## config.mk

```make
export PLATFORM = sky130hd
export DESIGN_NAME = wb_arbiter
export DESIGN_NICKNAME = d
export VERILOG_FILES = /design/src/rtl/wb_arbiter.sv
export SDC_FILE = /design/constraint.sdc
export NUM_CORES = 1
export LEC_CHECK = 0
export ABC_AREA = 0
export ABC_CLOCK_PERIOD_IN_PS = 1900
export BUFFER_PORTS_ARGS = -buffer_cell sky130_fd_sc_hd__clkbuf_2
export CAP_MARGIN = 20
export CORE_MARGIN = 2
export CORE_UTILIZATION = 42
export DETAILED_ROUTE_END_ITERATION = 8
export MAX_ROUTING_LAYER = met4
export PLACE_DENSITY = 0.76
export SLEW_MARGIN = 30
export SYNTH_ARGS = -nofsm -noshare
export SYNTH_HDL_FRONTEND = slang
export SYNTH_SLANG_ARGS = --single-unit
```

## constraint.sdc

```tcl
create_clock -name clk -period 1.9 [get_ports clk]
set_input_delay 0.38 -clock clk [delete_from_list [all_inputs] [get_ports clk]]
set_output_delay 0.38 -clock clk [all_outputs]
set_load 0.02 [all_outputs]
```

## src/rtl/wb_arbiter.sv

```systemverilog
// Writeback arbiter: merges ALU and load results onto the single register-file write port
// and tracks pending destinations. Optional load extraction/extension under WB_LOAD_EXT_EN.
module wb_arbiter (
   input  logic        clk,
   input  logic        rst,
   input  logic        alu_valid,
   output logic        alu_ready,
   input  logic [4:0]  alu_rd_addr,
   input  logic [31:0] alu_rd_data,
   input  logic        lsu_valid,
   output logic        lsu_ready,
   input  logic [4:0]  lsu_rd_addr,
   input  logic [31:0] lsu_rd_data,
   input  logic [2:0]  lsu_funct3,
   input  logic [1:0]  lsu_offset,
   input  logic        issue_en,
   input  logic [4:0]  issue_rd,
   output logic [4:0]  rd_addr,
   output logic [31:0] rd_data,
   output logic        rd_en,
   output logic [31:0] busy_mask
);

   logic [1:0]  lsu_streak;
   logic        alu_starved;
   logic        alu_grant;
   logic        lsu_grant;
   logic [31:0] lsu_wb_data;
   logic        wr_valid;
   logic [4:0]  wr_addr;
   logic [31:0] wr_data;
   logic [31:0] busy_q;
   logic [31:0] busy_next;

   // The LSU normally wins contention; after three consecutive LSU wins against a waiting ALU
   // the ALU is forced through, bounding its wait to four cycles.
   assign alu_starved = alu_valid && lsu_valid && (lsu_streak == 2'd3);
   assign alu_grant   = alu_valid && (!lsu_valid || alu_starved);
   assign lsu_grant   = lsu_valid && !alu_starved;
   assign alu_ready   = alu_grant;
   assign lsu_ready   = lsu_grant;

   always_ff @(posedge clk) begin
      if (rst) begin
         lsu_streak <= 2'd0;
      end else if (!alu_valid || alu_grant) begin
         lsu_streak <= 2'd0;
      end else if (lsu_grant && (lsu_streak != 2'd3)) begin
         lsu_streak <= lsu_streak + 2'd1;
      end
   end

`ifdef WB_LOAD_EXT_EN
   function automatic logic [31:0] load_extend(input logic [31:0] word,
                                                input logic [2:0]  funct3,
                                                input logic [1:0]  offset);
      logic [31:0] byte_sh;
      logic [31:0] half_sh;
      logic [31:0] result;
      byte_sh = word >> {offset, 3'b000};
      half_sh = word >> {offset[1], 4'b0000};
      case (funct3)
         3'b000:  result = {{24{byte_sh[7]}}, byte_sh[7:0]};
         3'b001:  result = {{16{half_sh[15]}}, half_sh[15:0]};
         3'b100:  result = {24'd0, byte_sh[7:0]};
         3'b101:  result = {16'd0, half_sh[15:0]};
         default: result = word;
      endcase
      return result;
   endfunction

   assign lsu_wb_data = load_extend(lsu_rd_data, lsu_funct3, lsu_offset);
`else
   logic unused_load_sel;
   assign unused_load_sel = ^{lsu_funct3, lsu_offset};
   assign lsu_wb_data     = lsu_rd_data;
`endif

   // Writes to x0 are consumed but never reach the register file.
   always_comb begin
      wr_valid = 1'b0;
      wr_addr  = alu_rd_addr;
      wr_data  = alu_rd_data;
      if (alu_grant) begin
         wr_valid = (alu_rd_addr != 5'd0);
      end else if (lsu_grant) begin
         wr_addr  = lsu_rd_addr;
         wr_data  = lsu_wb_data;
         wr_valid = (lsu_rd_addr != 5'd0);
      end
   end

   always_ff @(posedge clk) begin
      if (rst) begin
         rd_en   <= 1'b0;
         rd_addr <= 5'd0;
         rd_data <= 32'd0;
      end else begin
         rd_en <= wr_valid;
         if (wr_valid) begin
            rd_addr <= wr_addr;
            rd_data <= wr_data;
         end
      end
   end

   // A new issue to the same register overrides the retiring write: the newer producer is still pending.
   always_comb begin
      busy_next = busy_q;
      if (rd_en) begin
         busy_next[rd_addr] = 1'b0;
      end
      if (issue_en && (issue_rd != 5'd0)) begin
         busy_next[issue_rd] = 1'b1;
      end
      busy_next[0] = 1'b0;
   end

   always_ff @(posedge clk) begin
      if (rst) begin
         busy_q <= 32'd0;
      end else begin
         busy_q <= busy_next;
      end
   end

   assign busy_mask = busy_q;

endmodule

```

**Word level (Yosys, flattened, before mapping)**

Cells that the tools add are included.

- Register bits: 72
- Logic and storage cells: 45
- Input bits: 89
- Output and inout port bits: 72

- Mux-type cells: 12
- Bitwise operators: 3
- Equal/unequal tests: 2
- Add/subtract/negate cells: 1
- Order comparisons: 4
- Reduce and logical (&&, ||, !) cells: 17

Operators with widths:

| operator | number |
|---|---|
| $mux 32 | 4 |
| $and 32x32->32 | 1 |
| $not 32->32 | 1 |
| $or 32x32->32 | 1 |
| $reduce_bool 5->1 | 3 |
| $lt 5x6->1 const B | 2 |
| $demux 1 s5 | 2 |
| $ge 5x1->1 const B | 2 |
| $mux 5 | 2 |
| $logic_and 1x1->1 | 8 |
| $mux 1 | 4 |
| $logic_not 1->1 | 3 |
| $add 2x1->2 const B | 1 |
| $eq 2x2->1 const B | 1 |
| $logic_or 1x1->1 | 2 |
| $ne 2x2->1 const B | 1 |
| $reduce_or 2->1 | 1 |

**Depth between registers and ports, before layout**

Gate-level depths: netlist of run 1.

- Depth after elaboration: 9
- Depth in mapped cells: 8

**Worst setup path before layout of run 1**

No wires, ideal clock.

- Path kind: in2reg
- From: input lsu_rd_addr[1]
- To: register rd_data[16]
- Arrival time: 1659 ps
- Buffers on the path: 2
- Setup time: 121 ps
- Stages: 6
- Path slack: 120 ps
- Cell sequence: or4_4 o21ai_2 o21ai_2 buf_6 buf_6 mux2_4

- Cells in the longest elaborated chain, start to end: 3

Ends and longest elaborated chain:

| item | line | source |
|---|---|---|
| start: declaration | 12 | `input logic [4:0] lsu_rd_addr,` |
| $reduce_bool 5->1 | 89 | `wr_valid = (lsu_rd_addr != 5'd0);` |
| $mux 1 | 86 | `end else if (lsu_grant) begin` |
| $mux 1 | 84 | `if (alu_grant) begin` |
| end signal: assignment | 102 | `rd_data <= wr_data;` |
| end: declaration | 19 | `output logic [31:0] rd_data,` |

No other way between the ends.
A chain may end at the register's enable or synchronous reset.

**Final worst setup path of run 1**

- From: register lsu_streak[0]
- To: output lsu_ready

- Cells in the longest elaborated chain, start to end: 4

Ends and longest elaborated chain:

| item | line | source |
|---|---|---|
| start: declaration | 24 | `logic [1:0] lsu_streak;` |
| start signal: assignment | 49 | `lsu_streak <= lsu_streak + 2'd1;` |
| $eq 2x2->1 | 37 | `assign alu_starved = alu_valid && lsu_valid && (lsu_streak == 2'd3);` |
| $logic_and 1x1->1 | 37 |  |
| $logic_not 1->1 | 39 | `assign lsu_grant = lsu_valid && !alu_starved;` |
| $logic_and 1x1->1 | 39 |  |
| end: declaration | 11 | `output logic lsu_ready,` |

No other way between the ends.

==> impl_metrics.env, run 1 <==
export IMPL_run_status="completed"
export IMPL_worstPathRequired_ns=1.52
export IMPL_path_buf_inv=3
export IMPL_slew_headroom_pct=66.7
export IMPL_critPathSlowestCell="dfxtp_1"
export IMPL_endpoint_kind="output pin"
export IMPL_drive_gt1_share_pct=39.7
export IMPL_portBuffers=154
export IMPL_overflow=0
export IMPL_synth_seq_cells=71
export IMPL_holdBufCountCts=0
export IMPL_cts_sinks=71
export IMPL_clk_pin_slew_ns=0.07
export IMPL_reg2reg_depth=6
export IMPL_synth_nets=509
export IMPL_ys_seq_area_share_pct=41.1
export IMPL_h_tree_depth=3
export IMPL_placed_area_um2=4350
export IMPL_area_growth_synth_to_final_pct=32.6
export IMPL_synth_cells=419
export IMPL_die_w_um=94.7
export IMPL_period_minus_slack_ns=1.80
export IMPL_crit_path_max_fanout=4
export IMPL_syn_area_um2=3460
export IMPL_holdPathStages=3
export IMPL_dr_pass1_iters=4
export IMPL_cp_num_cells=5
export IMPL_pre_cts_ws_ns=0.0222
export IMPL_grt_pass1_wl_mm=15.0
export IMPL_tightestPinTransition_ns=0.492
export IMPL_ir_drop_mv=0.437
export IMPL_root_buffer="clkbuf_8"
export IMPL_syn_avg_cell_area_um2=8.25
export IMPL_stdcell_count=679
export IMPL_power_leakage_nw=2.16
export IMPL_die_y_um=94.7
export IMPL_clk_path_buf_depth=2
export IMPL_critPathLaunchType="flop"
export IMPL_nets=659
export IMPL_maxCapViolCount=0
export IMPL_yosysWarnings=0
export IMPL_pin_count=161
export IMPL_cts_tree="done"
export IMPL_criticalPathCategory="reg -> out"
export IMPL_placedCellCount=662
export IMPL_power_density_nw_per_um2=772
export IMPL_fin_crit_sh_pct=94.8
export IMPL_fin_ws_ns=0.0995
export IMPL_avgViaCountPerCell=5.05
export IMPL_track_usage_pct=21.8
export IMPL_rows=33
export IMPL_die_area_um2=8970
export IMPL_routedWlPerCell_um=13.8
export IMPL_max_freq_mhz=555
export IMPL_grt_antenna_before_repair=0
export IMPL_cpPeakStageDelay_ns=0.31
export IMPL_routed_wl_mm=9.37
export IMPL_drc=0
export IMPL_drt_iter0_markers=118
export IMPL_final_antenna_net_count=0
export IMPL_dpl_hpwl_mm=6.88
export IMPL_cp_cell_sequence="ha_1, a21bo_2, inv_2, buf_6, clkbuf_8"
export IMPL_grt_pass1_vias=3259
export IMPL_via_count=3429
export IMPL_holdCritPathClass="in -> reg"
export IMPL_grt_max_degree=39
export IMPL_arrival_ns=1.42
export IMPL_n_antenna_cell=0
export IMPL_finalMaxSlewViolations=0
export IMPL_final_cell_area_um2=4580
export IMPL_tns_ns=0
export IMPL_gp_congestion=0.850
export IMPL_start_util_pct=42.7
export IMPL_clkLatencyLatePin_ns=0.34
export IMPL_cts_buffers=9
export IMPL_finalSetupViolCount=0
export IMPL_crit_family="flip-flops"
export IMPL_yosysUniqueCellTypes=29
export IMPL_hold_viol_final=0
export IMPL_grt_setup_unrepaired="no"
export IMPL_core_area_um2=8090
export IMPL_skew_ns=0.00790
## worst min-delay path, stage by stage
cell and delay [ns]:
clkbuf_2 0.08, nand2_1 0.07, nor4_1 0.04
## cells in the mapped netlist
library cell | count | share of area, %
inv_1 | 2 | 0.22
mux2_2 | 18 | 5.9
conb_1 | 1 | 0.11
mux2_4 | 19 | 8.3
nand3_1 | 3 | 0.43
and3_1 | 2 | 0.36
nand2_1 | 107 | 12
and3b_1 | 3 | 0.76
nor4b_1 | 2 | 0.51
nand3b_1 | 7 | 1.5
nor2b_1 | 38 | 6.9
or4_1 | 1 | 0.22
buf_4 | 1 | 0.22
buf_2 | 3 | 0.43
or3b_2 | 3 | 0.76
clkbuf_1 | 15 | 1.6
nor4_1 | 1 | 0.18
a21oi_1 | 68 | 9.8
buf_1 | 6 | 0.65
nor2_1 | 4 | 0.43
or3_1 | 1 | 0.18
o21ai_2 | 2 | 0.51
a21bo_2 | 1 | 0.29
or4_4 | 1 | 0.33
buf_6 | 3 | 0.98
dfxtp_1 | 71 | 41
o21ai_0 | 31 | 4.5
ha_1 | 1 | 0.36
nor3b_1 | 4 | 0.87
## layout make-up
| type | instances | area (um^2) |
|---|---|---|
| clock buffers | 10 | 128 |
| clock inverters | 6 | 85.1 |
| fillers | 761 | 3510 |
| inverters | 2 | 7.51 |
| multi-input cells | 318 | 1900 |
| flip-flops and latches | 71 | 1420 |
| well taps | 105 | 131 |
| repair buffers | 167 | 908 |
## repair_timing
| action | CTS | global route |
|---|---|---|
| endpoints found under the setup margin | 1 | 2 |
| gates resized for setup | 2 | 3 |
| cloned | 0 | 0 |
| buffers inserted | 1 | 0 |
| pin swaps | 0 | 1 |
## path summary, 6_finish.rpt
path                 startpoint             to  slack (ns)
setup / recovery  lsu_streak[0]      lsu_ready         0.1
hold / removal        lsu_valid  lsu_streak[0]        0.29
setup reg to reg  lsu_streak[0]     rd_data[7]        0.17
hold reg to reg   lsu_streak[0]  lsu_streak[0]        0.43
## stage by stage
stage | hold WS (ns) | power (mW) | utilization, %
finish | 0.291 | 3.54 | 56.6
global route | 0.284 | 3.71 | 56.6
CTS | 0.280 | 3.57 | 56.6
global placement | 0.412 | 2.26 | 53.7
floorplan | 0.404 | 2.03 | -
detailed placement | 0.424 | 2.27 | 53.7
## sequential cells by signal, indices dropped and copies added (netlist names)
signal	flops
busy_mask	31
rd_addr	5
rd_data	32
lsu_streak	2
rd_en	1
## per-layer routing
| metal | part of all wire (%) | global-route usage (%) | wire length [um] | vias to the layer above |
|---|---|---|---|---|
| met2 | 48 | 37.7 | 4510 | 145 |
| met5 | 0 | - | 0 | - |
| met1 | 43 | 25.5 | 4080 | 1566 |
| li1 | - | - | - | 1710 |
| met4 | 0.87 | 6.52 | 82 | 0 |
| met3 | 7.5 | 4.55 | 704 | 8 |
## cells by family after synthesis
kind of cell	count (synthesis)	share of synthesized area, %
adders and majority gates	1	0.362
buffers and inverters	30	4.13
muxes	37	14.1
other	1	0.108
and+or+nand+nor	177	25.0
AOI/OAI and AO/OA	102	15.1
DFF	71	41.1
## layout by cell type, fill, tap and decap left out, drive strengths merged, types with 2 or more instances in the layout
cell type	n
a21oi	68
and3	2
and3b	3
buf	15
bufinv	2
clkbuf	162
clkinv	2
clkinvlp	2
dfxtp	71
inv	2
mux2	37
nand2	107
nand3	3
nand3b	7
nor2	4
nor2b	38
nor3b	4
nor4b	2
o21ai	33
or3b	3
or4	2
## where the power goes
group          internal [mW]  switching [mW]  total, mW
logic                  0.291           0.345      0.635
registers               1.56          0.0493       1.61
clock network          0.735           0.561       1.30
total                   2.58           0.956       3.54
No activity file was read; power rests on OpenSTA's default activity.
==> run 2, diff against run 1 <==
Settings changed: RECOVER_POWER set to 100.
==> impl_metrics.env, run 2 (synthesis results as in run 1) <==
export IMPL_run_status="completed"
export IMPL_clkLatencyLatePin_ns=0.34
export IMPL_multi_input_area_um2=1860
export IMPL_grt_antenna_before_repair=0
export IMPL_p_int_mw=2.55
export IMPL_area_growth_synth_to_final_pct=28.4
export IMPL_dr_pass1_iters=4
export IMPL_power_mw=3.49
export IMPL_drt_iter0_markers=73
export IMPL_power_switching_mw=0.945
export IMPL_top_register="rd_data"
export IMPL_maxCapViolCount=0
export IMPL_die_y_um=94.7
export IMPL_die_w_um=94.7
export IMPL_grt_setup_unrepaired="no"
export IMPL_endpoint_kind="output pin"
export IMPL_worstPathRequired_ns=1.52
export IMPL_combinationalPowerShare_pct=17.0
export IMPL_portBuffers=154
export IMPL_tightestPinTransition_ns=0.493
export IMPL_finalMaxSlewViolations=0
export IMPL_arrival_ns=1.41
export IMPL_die_area_um2=8970
export IMPL_ff2ff_setup_slack_ns=0.17
export IMPL_clk_pin_slew_ns=0.07
export IMPL_critPathSlowestCell="dfxtp_1"
export IMPL_power_density_nw_per_um2=787
export IMPL_nets=659
export IMPL_p_clk_share_pct=36.9
export IMPL_drive_gt1_share_pct=25.6
export IMPL_critPathLaunchType="flop"
export IMPL_tns_ns=0
export IMPL_start_util_pct=42.7
export IMPL_overflow=0
export IMPL_drc=0
export IMPL_period_minus_slack_ns=1.79
export IMPL_cts_tree="done"
export IMPL_cp_cell_sequence="ha_1, a21bo_2, nand2_2, inv_1, buf_2"
export IMPL_routedWlPerCell_um=13.9
export IMPL_track_usage_pct=21.8
export IMPL_seqCellArea_um2=1420
export IMPL_fin_ws_ns=0.106
export IMPL_hold_viol_final=0
export IMPL_crit_path_max_fanout=4
export IMPL_ir_drop_mv=0.436
export IMPL_core_area_um2=8090
export IMPL_clk_path_buf_depth=2
export IMPL_pin_count=161
export IMPL_cts_sinks=71
export IMPL_dpl_hpwl_mm=6.88
export IMPL_layout_commonest_cell="nand2_1"
export IMPL_root_buffer="clkbuf_8"
export IMPL_final_util_pct=54.8
export IMPL_grt_pass1_wl_mm=15.0
export IMPL_slew_headroom_pct=66.7
export IMPL_grt_max_degree=39
export IMPL_final_cell_mix="nand2_1 (106), clkbuf_2 (82), dfxtp_1 (71)"
export IMPL_power_leakage_nw=1.89
export IMPL_cpPeakStageDelay_ns=0.31
export IMPL_seq_power_share_pct=46.1
export IMPL_gp_congestion=0.850
export IMPL_pre_cts_ws_ns=0.0222
export IMPL_grt_pass1_vias=3259
export IMPL_skew_ns=0.00792
export IMPL_largest_reg_flops=32
export IMPL_h_tree_depth=3
export IMPL_n_antenna_cell=0
export IMPL_switching_share_pct=27.1
export IMPL_cts_buffers=9
export IMPL_final_cell_area_um2=4440
export IMPL_rows=33
export IMPL_routed_wl_mm=9.46
export IMPL_finalSetupViolCount=0
export IMPL_max_freq_mhz=557
export IMPL_via_count=3429
export IMPL_criticalPathCategory="reg -> out"
export IMPL_placed_area_um2=4350
export IMPL_avgViaCountPerCell=5.05
export IMPL_final_antenna_net_count=0
export IMPL_holdCritPathClass="in -> reg"
export IMPL_fillers=809
export IMPL_fin_crit_sh_pct=94.4
==> run 2: cell count changes in the layout (fill, tap and decap cells not counted), sizes merged <==
| cell | before | now |
|---|---|---|
| clkbuf | 162 | 163 |
| buf | 15 | 14 |
==> run 2: layer usage <==
metal,global-route usage (%),vias to the layer above,wire (um)
met5,-,-,0
met4,6.52,0,91
met3,4.55,11,781
met2,37.7,148,4510
met1,25.5,1559,4080
li1,-,1711,-
==> run 2: area by class of cell <==
class | count | area share (%)
inverters | 2 | 0.169
repair buffers | 167 | 18.2
well taps | 105 | 2.96
clock buffers | 10 | 2.88
flip-flops and latches | 71 | 32.0
multi-input cells | 318 | 41.9
clock inverters | 6 | 1.92
==> run 2: worst paths after layout <==
check | from | to | depth (start not counted)
worst max-delay path | lsu_streak[0] | alu_ready | 5
worst min-delay path | lsu_valid | lsu_streak[0] | 3
worst max register to register | lsu_streak[0] | rd_data[7] | 6
worst min register to register | lsu_streak[0] | lsu_streak[0] | 1
==> run 2: metrics by stage <==
step                      hold slack, ns  std cells
after detailed placement           0.424        662
after global routing               0.284        679
after global placement             0.412        662
final                              0.295        679
after floorplan                    0.404        419
after CTS                          0.280        679
==> run 2: critical path: cells and delay by family, from the launching register on <==
| family | cells | cell delay (ns) |
|---|---|---|
| AO/OA/AOI/OAI | 1 | 0.24 |
| buffers and inverters | 2 | 0.20 |
| flip-flops | 1 | 0.31 |
| adder cells (fa/ha/maj) | 1 | 0.22 |
| AND/OR/NAND/NOR | 1 | 0.12 |
==> run 2: repair_timing <==
action | CTS | global route
pin swaps | 0 | 1
hold buffers | 0 | 0
cloned | 0 | 0
resized for setup | 2 | 3
endpoints found under the setup margin | 1 | 2
buffers inserted | 1 | 0
==> run 2: power by group through the flow <==
stage	clock [mW]	combinational (mW)	sequential, mW
CTS	1.33	0.637	1.61
global placement	0	0.619	1.64
finish	1.29	0.594	1.61
global route	1.41	0.647	1.62
floorplan	0	0.308	1.72
detailed placement	0	0.630	1.64
==> run 3, diff against run 2 <==
Settings changed: GPL_TIMING_DRIVEN set to 0, PLACE_DENSITY 0.76 to not set, PLACE_DENSITY_LB_ADDON set to 0.1, REMOVE_ABC_BUFFERS set to 1.
==> impl_metrics.env, run 3 (synthesis results as in run 1) <==
export IMPL_run_status="completed"
export IMPL_endpoint_kind="flop"
export IMPL_hold_viol_final=0
export IMPL_rows=33
export IMPL_die_w_um=94.7
export IMPL_maxCapViolCount=0
export IMPL_finalMaxSlewViolations=0
export IMPL_hold_start="issue_rd[0]"
export IMPL_worstPathRequired_ns=2.13
export IMPL_clk_path_buf_depth=2
export IMPL_largest_reg_flops=32
export IMPL_top_register="rd_data"
export IMPL_power_density_nw_per_um2=761
export IMPL_gp_congestion=0.822
export IMPL_tightestPinTransition_ns=0.965
export IMPL_reg2reg_from="lsu_streak[0]"
export IMPL_multi_input_area_um2=1940
export IMPL_holdBufCountCts=0
export IMPL_ff2ff_setup_slack_ns=0.06
export IMPL_start_util_pct=42.7
export IMPL_grt_pass1_wl_mm=15.0
export IMPL_final_antenna_net_count=0
export IMPL_switching_share_pct=27.1
export IMPL_ir_drop_mv=0.331
export IMPL_critPathLaunchType="flop"
export IMPL_timing_rr_end="rd_data[25]"
export IMPL_cpPeakStageDelay_ns=0.34
export IMPL_power_leakage_nw=2.18
export IMPL_crit_path_max_fanout=20
export IMPL_track_usage_pct=22.4
export IMPL_placedCellCount=652
export IMPL_root_buffer="clkbuf_8"
export IMPL_clkLatencyLatePin_ns=0.34
export IMPL_cp_cell_sequence="ha_4, a21bo_4, inv_12, o21ai_2, o21ai_4, buf_16, buf_16, mux2_4"
export IMPL_criticalPathCategory="reg -> reg"
export IMPL_max_freq_mhz=543
export IMPL_routed_wl_mm=10.0
export IMPL_drive_gt1_share_pct=40.0
export IMPL_portBuffers=154
export IMPL_drc=0
export IMPL_cts_buffers=9
export IMPL_stdcell_count=678
export IMPL_holdCritPathClass="in -> reg"
export IMPL_grt_pass1_vias=2996
export IMPL_fillers=810
export IMPL_holdPathStages=3
export IMPL_reg2reg_depth=8
export IMPL_drt_iter0_markers=120
export IMPL_overflow=0
export IMPL_avgViaCountPerCell=5.08
export IMPL_hold_path_endpoint="busy_mask[3]"
export IMPL_crit_family="compound AO/OA/AOI/OAI gates"
export IMPL_area_growth_synth_to_final_pct=34.4
export IMPL_clk_pin_slew_ns=0.07
export IMPL_p_clk_share_pct=35.6
export IMPL_nets=658
export IMPL_slew_headroom_pct=35.6
export IMPL_cts_tree="done"
export IMPL_path_buf_inv=3
export IMPL_core_area_um2=8090
export IMPL_dr_pass1_iters=5
export IMPL_h_tree_depth=3
export IMPL_skew_ns=0.00551
export IMPL_combinationalPowerShare_pct=18.9
export IMPL_seq_power_share_pct=45.5
export IMPL_hold_slack_ns=0.341
export IMPL_period_minus_slack_ns=1.84
export IMPL_power_switching_mw=0.959
export IMPL_dpl_hpwl_mm=6.22
export IMPL_worst_path_most_repeated_cell="buf_16"
export IMPL_seqCellArea_um2=1420
export IMPL_die_y_um=94.7
export IMPL_routedWlPerCell_um=14.8
export IMPL_via_count=3444
export IMPL_critPathSlowestCell="dfxtp_2"
export IMPL_arrival_ns=2.07
export IMPL_p_int_mw=2.58
export IMPL_grt_max_degree=109
export IMPL_die_area_um2=8970
export IMPL_cts_sinks=71
export IMPL_n_antenna_cell=0
export IMPL_fin_crit_sh_pct=96.9
export IMPL_layout_commonest_cell="clkbuf_2"
export IMPL_grt_setup_unrepaired="yes"
export IMPL_grt_antenna_before_repair=0
export IMPL_finalSetupViolCount=0
export IMPL_final_cell_mix="clkbuf_2 (153), nand2_1 (106), dfxtp_1 (70)"
export IMPL_pin_count=161
run 3: cell count changes in the layout (fill, tap and decap cells not counted), sizes merged:
cell,previous run,this run
inv,2,3
clkinvlp,2,0
buf,14,9
a21bo,1,3
clkbuf,163,167
bufinv,2,1
run 3: cell type report:
class / instances / area share [%]
inverters: 2 / 0.431
multi-input cells: 320 / 41.8
repair buffers: 163 / 19.6
clock inverters: 3 / 0.862
well taps: 105 / 2.83
clock buffers: 13 / 3.64
repair inverters: 1 / 0.189
flip-flops and latches: 71 / 30.6
run 3: worst max path at each step:
stage	startpoint	to	slack, ns	depth (start not counted)
2_1_floorplan	lsu_streak[0]	rd_addr[4]	-1.09	5
3_3_place_gp	lsu_valid	rd_data[3]	-1.82	5
3_5_place_dp	lsu_streak[0]	rd_data[25]	-1.01	8
4_1_cts	lsu_streak[0]	alu_ready	0.02	5
5_1_grt	lsu_streak[0]	rd_data[25]	0.001	8
6_report	lsu_streak[0]	rd_data[25]	0.06	8
run 3: worst reg2reg max path: stages, from the launching register on:
cell	delay [ns]
dfxtp_2	0.34
ha_4	0.19
a21bo_4	0.27
inv_12	0.13
o21ai_2	0.09
o21ai_4	0.09
buf_16	0.16
buf_16	0.15
mux2_4	0.31
run 3: routing by layer:
layer | part of all wire, % | vias up | track usage [%]
li1 | - | 1718 | -
met1 | 43 | 1584 | 28.7
met2 | 48 | 130 | 35.0
met3 | 8.0 | 12 | 5.59
met4 | 1.2 | 0 | 6.40
met5 | 0 | - | -
run 3: metrics by stage:
stage | TNS (ns) | power, mW | setup slack [ns] | utilization [%] | cell area (um^2)
finish | 0 | 3.53 | 0.0590 | 57.4 | 4650
global route | 0 | 3.68 | 0.000971 | 57.4 | 4650
CTS | 0 | 3.56 | 0.0179 | 57.4 | 4640
detailed placement | -32.81 | 2.26 | -1.01 | 53.1 | 4300
global placement | -75.29 | 2.24 | -1.82 | 52.2 | 4220
floorplan | -39.63 | 1.98 | -1.09 | - | 3320
run 3: repair_timing:
action,CTS,global route
setup buffers,7,0
setup endpoints to repair,40,20
pin swaps,2,1
gates resized for setup,7,2
cloned,3,0
run 3: power by group through the flow:
stage | sequential [mW] | combinational (mW) | clock (mW)
after global placement | 1.64 | 0.600 | 0
after CTS | 1.61 | 0.668 | 1.29
final | 1.61 | 0.667 | 1.26
after floorplan | 1.72 | 0.265 | 0
after global routing | 1.62 | 0.722 | 1.34
after detailed placement | 1.64 | 0.622 | 0
